==> src/rtl/pitch_slot_scheduler_pkg.sv <==
// Shared synth definitions for the pitch slot scheduler: default voice and
// oscillator counts, slot and pitch word widths, and the sequencer state codes.
package pitch_slot_scheduler_pkg;

    // Default voice/oscillator set used across the synth
    localparam int VOICES_DEF = 8;
    localparam int V_OSC_DEF  = 4;

    // Slot index width for the default set (V_WIDTH + O_WIDTH)
    localparam int SLOT_W     = 5;

    // Width of one pitch table word
    localparam int PITCH_W    = 24;

    // Sequencer states
    localparam int         STATE_W      = 3;
    localparam logic [2:0] ST_IDLE      = 3'd0;
    localparam logic [2:0] ST_SETTLE    = 3'd1;
    localparam logic [2:0] ST_CAPTURE   = 3'd2;
    localparam logic [2:0] ST_KEY_SETUP = 3'd3;
    localparam logic [2:0] ST_KEY_PULSE = 3'd4;
    localparam logic [2:0] ST_CFG_PULSE = 3'd5;
    localparam logic [2:0] ST_CFG_HOLD  = 3'd6;

endpackage

==> src/rtl/pitch_slot_scheduler.sv <==
// Time-shares one pitch_control datapath across all voice/oscillator slots.
// Each slot index is held for SETTLE cycles, then the datapath result is
// written into the pitch table. Key-assignment and parameter-write requests
// are only taken between slots and are turned into clean note_on / write
// pulses with registered address/data around them.
// Optional: define PITCH_SCHED_SETTLE_CHK_EN to add a sticky settle_err flag
// that catches a datapath result still moving during the capture cycle.
module pitch_slot_scheduler
    import pitch_slot_scheduler_pkg::*;
#(
    parameter int VOICES    = VOICES_DEF,
    parameter int V_OSC     = V_OSC_DEF,
    parameter int V_WIDTH   = 3,
    parameter int O_WIDTH   = 2,
    parameter int OE_WIDTH  = 1,
    parameter int E_WIDTH   = O_WIDTH + OE_WIDTH,
    parameter int SETTLE    = 4
) (
    input  logic                         sCLK_XVXENVS,
    input  logic                         iRST,
    input  logic                         run,
    input  logic                         key_req,
    input  logic [V_WIDTH-1:0]           key_adr,
    input  logic [7:0]                   key_val,
    output logic                         key_ack,
    input  logic                         cfg_req,
    input  logic [6:0]                   cfg_adr,
    input  logic [7:0]                   cfg_data,
    input  logic                         cfg_osc,
    output logic                         cfg_ack,
    output logic [V_WIDTH+E_WIDTH-1:0]   xxxx,
    output logic [V_WIDTH-1:0]           cur_key_adr,
    output logic [7:0]                   cur_key_val,
    output logic                         note_on,
    output logic [6:0]                   adr,
    output logic [7:0]                   data,
    output logic                         write,
    output logic                         osc_sel,
    output logic                         com_sel,
    input  logic [PITCH_W-1:0]           osc_pitch_val,
    output logic                         pitch_we,
    output logic [V_WIDTH+O_WIDTH-1:0]   pitch_adr,
    output logic [PITCH_W-1:0]           pitch_data,
    output logic                         frame_done,
    output logic                         settle_err
);

    localparam int                 S_W       = V_WIDTH + O_WIDTH;
    localparam int                 CNT_W     = (SETTLE > 2) ? $clog2(SETTLE) : 1;
    localparam logic [S_W-1:0]     LAST_SLOT = S_W'(VOICES * V_OSC - 1);
    localparam logic [CNT_W-1:0]   CNT_LOAD  = CNT_W'(SETTLE - 1);
    localparam logic [CNT_W-1:0]   CNT_ZERO  = {CNT_W{1'b0}};
    localparam logic [CNT_W-1:0]   CNT_ONE   = CNT_W'(1);

    logic [STATE_W-1:0] state_r;
    logic [STATE_W-1:0] state_nx_s;
    logic [CNT_W-1:0]   cnt_r;
    logic [S_W-1:0]     slot_r;

    logic                 key_ack_r;
    logic                 cfg_ack_r;
    logic [V_WIDTH-1:0]   cur_key_adr_r;
    logic [7:0]           cur_key_val_r;
    logic                 note_on_r;
    logic [6:0]           adr_r;
    logic [7:0]           data_r;
    logic                 write_r;
    logic                 osc_sel_r;
    logic                 com_sel_r;
    logic                 pitch_we_r;
    logic [S_W-1:0]       pitch_adr_r;
    logic [PITCH_W-1:0]   pitch_data_r;
    logic                 frame_done_r;

    // Next-state decode; requests are only looked at on slot boundaries
    always_comb begin
        state_nx_s = state_r;
        case (state_r)
            ST_IDLE, ST_CAPTURE: begin
                if (key_req) begin
                    state_nx_s = ST_KEY_SETUP;
                end else if (cfg_req) begin
                    state_nx_s = ST_CFG_PULSE;
                end else if (run) begin
                    state_nx_s = ST_SETTLE;
                end else begin
                    state_nx_s = ST_IDLE;
                end
            end
            ST_SETTLE: begin
                if (cnt_r == CNT_ZERO) begin
                    state_nx_s = ST_CAPTURE;
                end else begin
                    state_nx_s = ST_SETTLE;
                end
            end
            ST_KEY_SETUP: begin
                state_nx_s = ST_KEY_PULSE;
            end
            ST_KEY_PULSE: begin
                if (cfg_req) begin
                    state_nx_s = ST_CFG_PULSE;
                end else if (run) begin
                    state_nx_s = ST_SETTLE;
                end else begin
                    state_nx_s = ST_IDLE;
                end
            end
            ST_CFG_PULSE: begin
                state_nx_s = ST_CFG_HOLD;
            end
            ST_CFG_HOLD: begin
                if (run) begin
                    state_nx_s = ST_SETTLE;
                end else begin
                    state_nx_s = ST_IDLE;
                end
            end
            default: begin
                state_nx_s = ST_IDLE;
            end
        endcase
    end

    // State, settle countdown and slot counter; slot only advances after capture
    always_ff @(posedge sCLK_XVXENVS or posedge iRST) begin
        if (iRST) begin
            state_r <= ST_IDLE;
            cnt_r   <= CNT_ZERO;
            slot_r  <= {S_W{1'b0}};
        end else begin
            state_r <= state_nx_s;
            if ((state_nx_s == ST_SETTLE) && (state_r != ST_SETTLE)) begin
                cnt_r <= CNT_LOAD;
            end else if ((state_r == ST_SETTLE) && (cnt_r != CNT_ZERO)) begin
                cnt_r <= cnt_r - CNT_ONE;
            end
            if (state_r == ST_CAPTURE) begin
                slot_r <= (slot_r == LAST_SLOT) ? {S_W{1'b0}} : (slot_r + S_W'(1));
            end
        end
    end

    // Registered outputs decoded from the next state so they line up with the state
    always_ff @(posedge sCLK_XVXENVS or posedge iRST) begin
        if (iRST) begin
            key_ack_r     <= 1'b0;
            cfg_ack_r     <= 1'b0;
            cur_key_adr_r <= {V_WIDTH{1'b0}};
            cur_key_val_r <= 8'h00;
            note_on_r     <= 1'b0;
            adr_r         <= 7'h00;
            data_r        <= 8'h00;
            write_r       <= 1'b0;
            osc_sel_r     <= 1'b0;
            com_sel_r     <= 1'b0;
            pitch_we_r    <= 1'b0;
            pitch_adr_r   <= {S_W{1'b0}};
            pitch_data_r  <= {PITCH_W{1'b0}};
            frame_done_r  <= 1'b0;
        end else begin
            note_on_r    <= (state_nx_s == ST_KEY_PULSE);
            key_ack_r    <= (state_nx_s == ST_KEY_PULSE);
            write_r      <= (state_nx_s == ST_CFG_PULSE);
            cfg_ack_r    <= (state_nx_s == ST_CFG_HOLD);
            pitch_we_r   <= (state_nx_s == ST_CAPTURE);
            frame_done_r <= (state_nx_s == ST_CAPTURE) && (slot_r == LAST_SLOT);
            // Key fields settle one cycle ahead of the note_on rise
            if (state_nx_s == ST_KEY_SETUP) begin
                cur_key_adr_r <= key_adr;
                cur_key_val_r <= key_val;
            end
            // Parameter address/data/bank stay put through the write fall and after
            if (state_nx_s == ST_CFG_PULSE) begin
                adr_r     <= cfg_adr;
                data_r    <= cfg_data;
                osc_sel_r <= cfg_osc;
                com_sel_r <= ~cfg_osc;
            end
            // Pitch word is taken on the last settle cycle and presented during capture
            if (state_nx_s == ST_CAPTURE) begin
                pitch_adr_r  <= slot_r;
                pitch_data_r <= osc_pitch_val;
            end
        end
    end

`ifdef PITCH_SCHED_SETTLE_CHK_EN
    logic settle_err_r;

    // Sticky flag: pitch_data_r holds the last-settle-cycle sample, so any
    // difference from the live value during capture means the datapath had not settled
    always_ff @(posedge sCLK_XVXENVS or posedge iRST) begin
        if (iRST) begin
            settle_err_r <= 1'b0;
        end else if ((state_r == ST_CAPTURE) && (osc_pitch_val != pitch_data_r)) begin
            settle_err_r <= 1'b1;
        end
    end

    assign settle_err = settle_err_r;
`else
    assign settle_err = 1'b0;
`endif

    assign xxxx        = {slot_r, {OE_WIDTH{1'b0}}};
    assign key_ack     = key_ack_r;
    assign cfg_ack     = cfg_ack_r;
    assign cur_key_adr = cur_key_adr_r;
    assign cur_key_val = cur_key_val_r;
    assign note_on     = note_on_r;
    assign adr         = adr_r;
    assign data        = data_r;
    assign write       = write_r;
    assign osc_sel     = osc_sel_r;
    assign com_sel     = com_sel_r;
    assign pitch_we    = pitch_we_r;
    assign pitch_adr   = pitch_adr_r;
    assign pitch_data  = pitch_data_r;
    assign frame_done  = frame_done_r;

endmodule

==> config.mk <==
export PLATFORM = sky130hd
export DESIGN_NAME = pitch_slot_scheduler
export DESIGN_NICKNAME = d
export VERILOG_FILES = /design/src/rtl/pitch_slot_scheduler_pkg.sv /design/src/rtl/pitch_slot_scheduler.sv
export SDC_FILE = /design/constraint.sdc
export NUM_CORES = 1
export LEC_CHECK = 0
export BUFFER_PORTS_ARGS = -buffer_cell sky130_fd_sc_hd__clkbuf_2
export CAP_MARGIN = 20
export CORE_MARGIN = 8
export CORE_UTILIZATION = 30
export CTS_CLUSTER_SIZE = 28
export DETAILED_ROUTE_END_ITERATION = 12
export SYNTH_ARGS = -nofsm -noshare
export SYNTH_HDL_FRONTEND = slang
export SYNTH_SLANG_ARGS = --single-unit
==> constraint.sdc <==
create_clock -name sCLK_XVXENVS -period 4.2 [get_ports sCLK_XVXENVS]
set_clock_uncertainty 0.2 [all_clocks]
set_input_delay 0.63 -clock sCLK_XVXENVS [delete_from_list [all_inputs] [get_ports sCLK_XVXENVS]]
set_output_delay 0.63 -clock sCLK_XVXENVS [all_outputs]
set_load 0.02 [all_outputs]
==> out/results.txt <==
Count of TritonRoute iterations in the first routing pass = 4
Synth top area cells = sky130_fd_sc_hd__dfrtp_1 63%, sky130_fd_sc_hd__mux2_2 23%, sky130_fd_sc_hd__buf_2 1.4%, sky130_fd_sc_hd__ha_1 1.3%, sky130_fd_sc_hd__buf_4 1.0%
Global placement routability congestion = 0.680
Hold bufs inserted after CTS = 0
Minimum clock period after layout = 2200 ps
Total number of vias = 1935
Slew margin rel. = 42.4%
Remaining routing DRC violations = 0
Layout cell share with drive strength beyond 1 = 62.7%
Maximum ir drop on the vdd rail = 0.291 mV
Starting DRT DRC Count = 62
Most common cell after layout, fill and taps aside = sky130_fd_sc_hd__clkbuf_2
Half-perimeter wire length after detailed placement = 4.97 mm
Avg Vias per Cell = 4.29
Total of flip-flops plus latches after synthesis = 72
Final count of pins violating max slew = 0
Critical Path Sink Type = flip-flop
Max clock buf depth = 2
Sequential-to-total area share from yosys stat = 62.9%
Total count of hold-check failures in the final report = 0
Run status = finished clean
Top flip-flop cell by instance count after synthesis = sky130_fd_sc_hd__dfrtp_1
Path type of the worst min-delay path = in2reg
Fmax = 455 MHz
Average footprint of a synthesized cell = 15.0 sq um
Async SR Flop Fraction = 100%
Worst-skew pair later-pin latency = 340 ps
Fin worst setup slack = 2000 ps
Floorplan die height = 114 microns
Portion of the clock cycle consumed by the worst path in the final layout = 52.4%
Post-DRT Antenna Nets = 0
Data arrival time of the worst path = 2220 ps
Layout area overhead = 34.4%
First-pass GRT wire length = 10.7 mm
Number of endpoints failing setup at the final stage = 0
Setup repair after global routing missed its margin = false
Kind of critical path = reg2reg
Total grt overflow = 0
Total standard cell area after synthesis = 2860 sq um
Area of all sequential standard cells = 1800 sq um
Number of stages on the worst hold path = 2
Reg-to-reg setup timing slack = 2000 ps
Power per cell area = 805 nW/um^2
Rows = 35
Worst-case setup slack after placement = 1890 ps
Num CTS Buffers = 9
Maximum level of the CTS H-tree = 3
Wire per inst = 14.8 microns
Antenna violations before repair = 0
Total clock sinks = 72
Die Span X = 114 microns
Via count of the first global-routing pass = 2100
Critical-path maximum fanout = 31
Clk pin slew, worst setup/hold paths = 80 ps
Critical path's largest stage delay = 560 ps
Cell with the largest stage delay on the worst path = sky130_fd_sc_hd__dfrtp_1
List of cells traversed by the critical path = inv_1, nor4b_4, buf_4, mux2_2
Core Area = 9240 sq um
Post-CTS repair timing setup buffer count = 0
Top library cells by usage in the layout, fill and taps aside = 123 x sky130_fd_sc_hd__clkbuf_2, 72 x sky130_fd_sc_hd__dfrtp_1, 58 x sky130_fd_sc_hd__mux2_2
Maximum number of pins on one net before global-route repair = 48
Worst Path Required = 4220 ps
Count of input and output buffers = 123
Worst Max-Slew Pin Slew = 860 ps
Yosys warning total = 0
Number of cells traversed by the worst register-to-register path = 4
Initial Utilization = 31.0%
Synth unique cells = 34
Gates resized, CTS repair = 0
Nets = 377
GRT Util Overall = 10.5%
Cell type contributing the most total cell area after synthesis = sky130_fd_sc_hd__dfrtp_1
Fill count = 915
Static Leakage = 1.94 nW
Area occupied by multi-input gates = 977 sq um
Die area = 12900 sq um
TritonCTS clock tree = built
Master cell of the clock root buffer = sky130_fd_sc_hd__clkbuf_8
Proportion of netlist area held by the largest area contributor = 62.9%
Crit start category = flip-flop
Number of flops mapped to enable cells by yosys = 0
TNS Setup = 0 ps
DRT Wirelength = 6.70 mm
Number of antenna cells inserted = 0
Io pins = 126
Max-cap check violation count = 0
Post-Syn Instances = 191
kinds of logic (layout without fill, tap and decap cells):
family	Yosys count	in the layout	synth area share, %
xor+xnor	1	1	0.306
simple gates	21	21	4.94
other cells	1	2	0.131
fa+ha+maj	3	3	1.31
buf+inv	19	149	3.37
flops	72	72	62.9
compound gates	14	14	3.45
mux	60	60	23.6
area by class of cell:
class,instances,area share [%]
Sequential cell,72,46.8
Multi-Input combinational cell,101,25.4
Timing Repair Buffer,127,17.2
Tap cell,129,4.20
Clock buffer,10,3.58
Clock inverter,5,2.11
Inverter,7,0.683
flip-flops by register name (all words and copies together), names as in the netlist, 2 cells and up:
name and flops:
pitch_adr 5, cur_key_adr 3, state_r 3, pitch_data 24
slot_r 5, cur_key_val 8, adr 7, data 8
cnt_r 2
report_power, final:
group / internal (W) / switching [W] / leakage, nW
logic: 0.000550 / 0.000722 / 0.956
clock network: 0.000347 / 0.000256 / 0.108
registers: 0.00101 / 0.000210 / 0.879
total: 0.00191 / 0.00119 / 1.94
metrics by stage:
step / std cells / hold slack, ps / total power, W / area (sq um) / utilization [%]
after floorplan: 192 / 275 / 0.00208 / 2870 / -
after global placement: 434 / 267 / 0.00249 / 3600 / 38.9
after detailed placement: 434 / 285 / 0.00253 / 3600 / 38.9
after CTS: 449 / 252 / 0.00316 / 3820 / 41.3
after global routing: 451 / 262 / 0.00331 / 3850 / 41.6
final: 451 / 272 / 0.00310 / 3850 / 41.6
cell usage after synthesis (2+ instances only):
master	instances
sky130_fd_sc_hd__nor2_1	3
sky130_fd_sc_hd__mux2_2	58
sky130_fd_sc_hd__inv_1	7
sky130_fd_sc_hd__nand2_1	2
sky130_fd_sc_hd__o21ai_0	2
sky130_fd_sc_hd__nor3b_1	2
sky130_fd_sc_hd__nor2b_1	3
sky130_fd_sc_hd__o41ai_1	2
sky130_fd_sc_hd__dfrtp_1	72
sky130_fd_sc_hd__a21oi_1	2
sky130_fd_sc_hd__nor3_1	2
sky130_fd_sc_hd__ha_1	3
sky130_fd_sc_hd__buf_4	4
sky130_fd_sc_hd__buf_2	8
sky130_fd_sc_hd__a21o_1	2
final timing paths:
path / startpoint / end
worst max register to register: state_r[0]$_DFF_PP0_ / pitch_data[14]$_DFFE_PP0N_
worst min-delay path: cfg_osc / com_sel$_DFFE_PP0P_
min in group asynchronous: iRST / pitch_data[13]$_DFFE_PP0N_
worst min register to register: pitch_data[22]$_DFFE_PP0N_ / pitch_data[22]$_DFFE_PP0N_
worst max-delay path: state_r[0]$_DFF_PP0_ / pitch_data[14]$_DFFE_PP0N_
max in group asynchronous: iRST / pitch_data[17]$_DFFE_PP0N_
worst max-delay path: cells and delay by family, from the launching register on:
family,cells,cell delay [ps]
multiplexers,1,400
buffers and inverters,2,630
AND/OR/NAND/NOR,1,280
flip-flops,1,560
per-layer routing:
metal	share of wire [%]	track usage, %	up-vias
li1	-	-	918
met5	0	0	-
met3	10	5.76	8
met2	47	16.6	79
met1	41	11.6	930
met4	1.2	4.26	0
(Power assumes the default switching activity.)
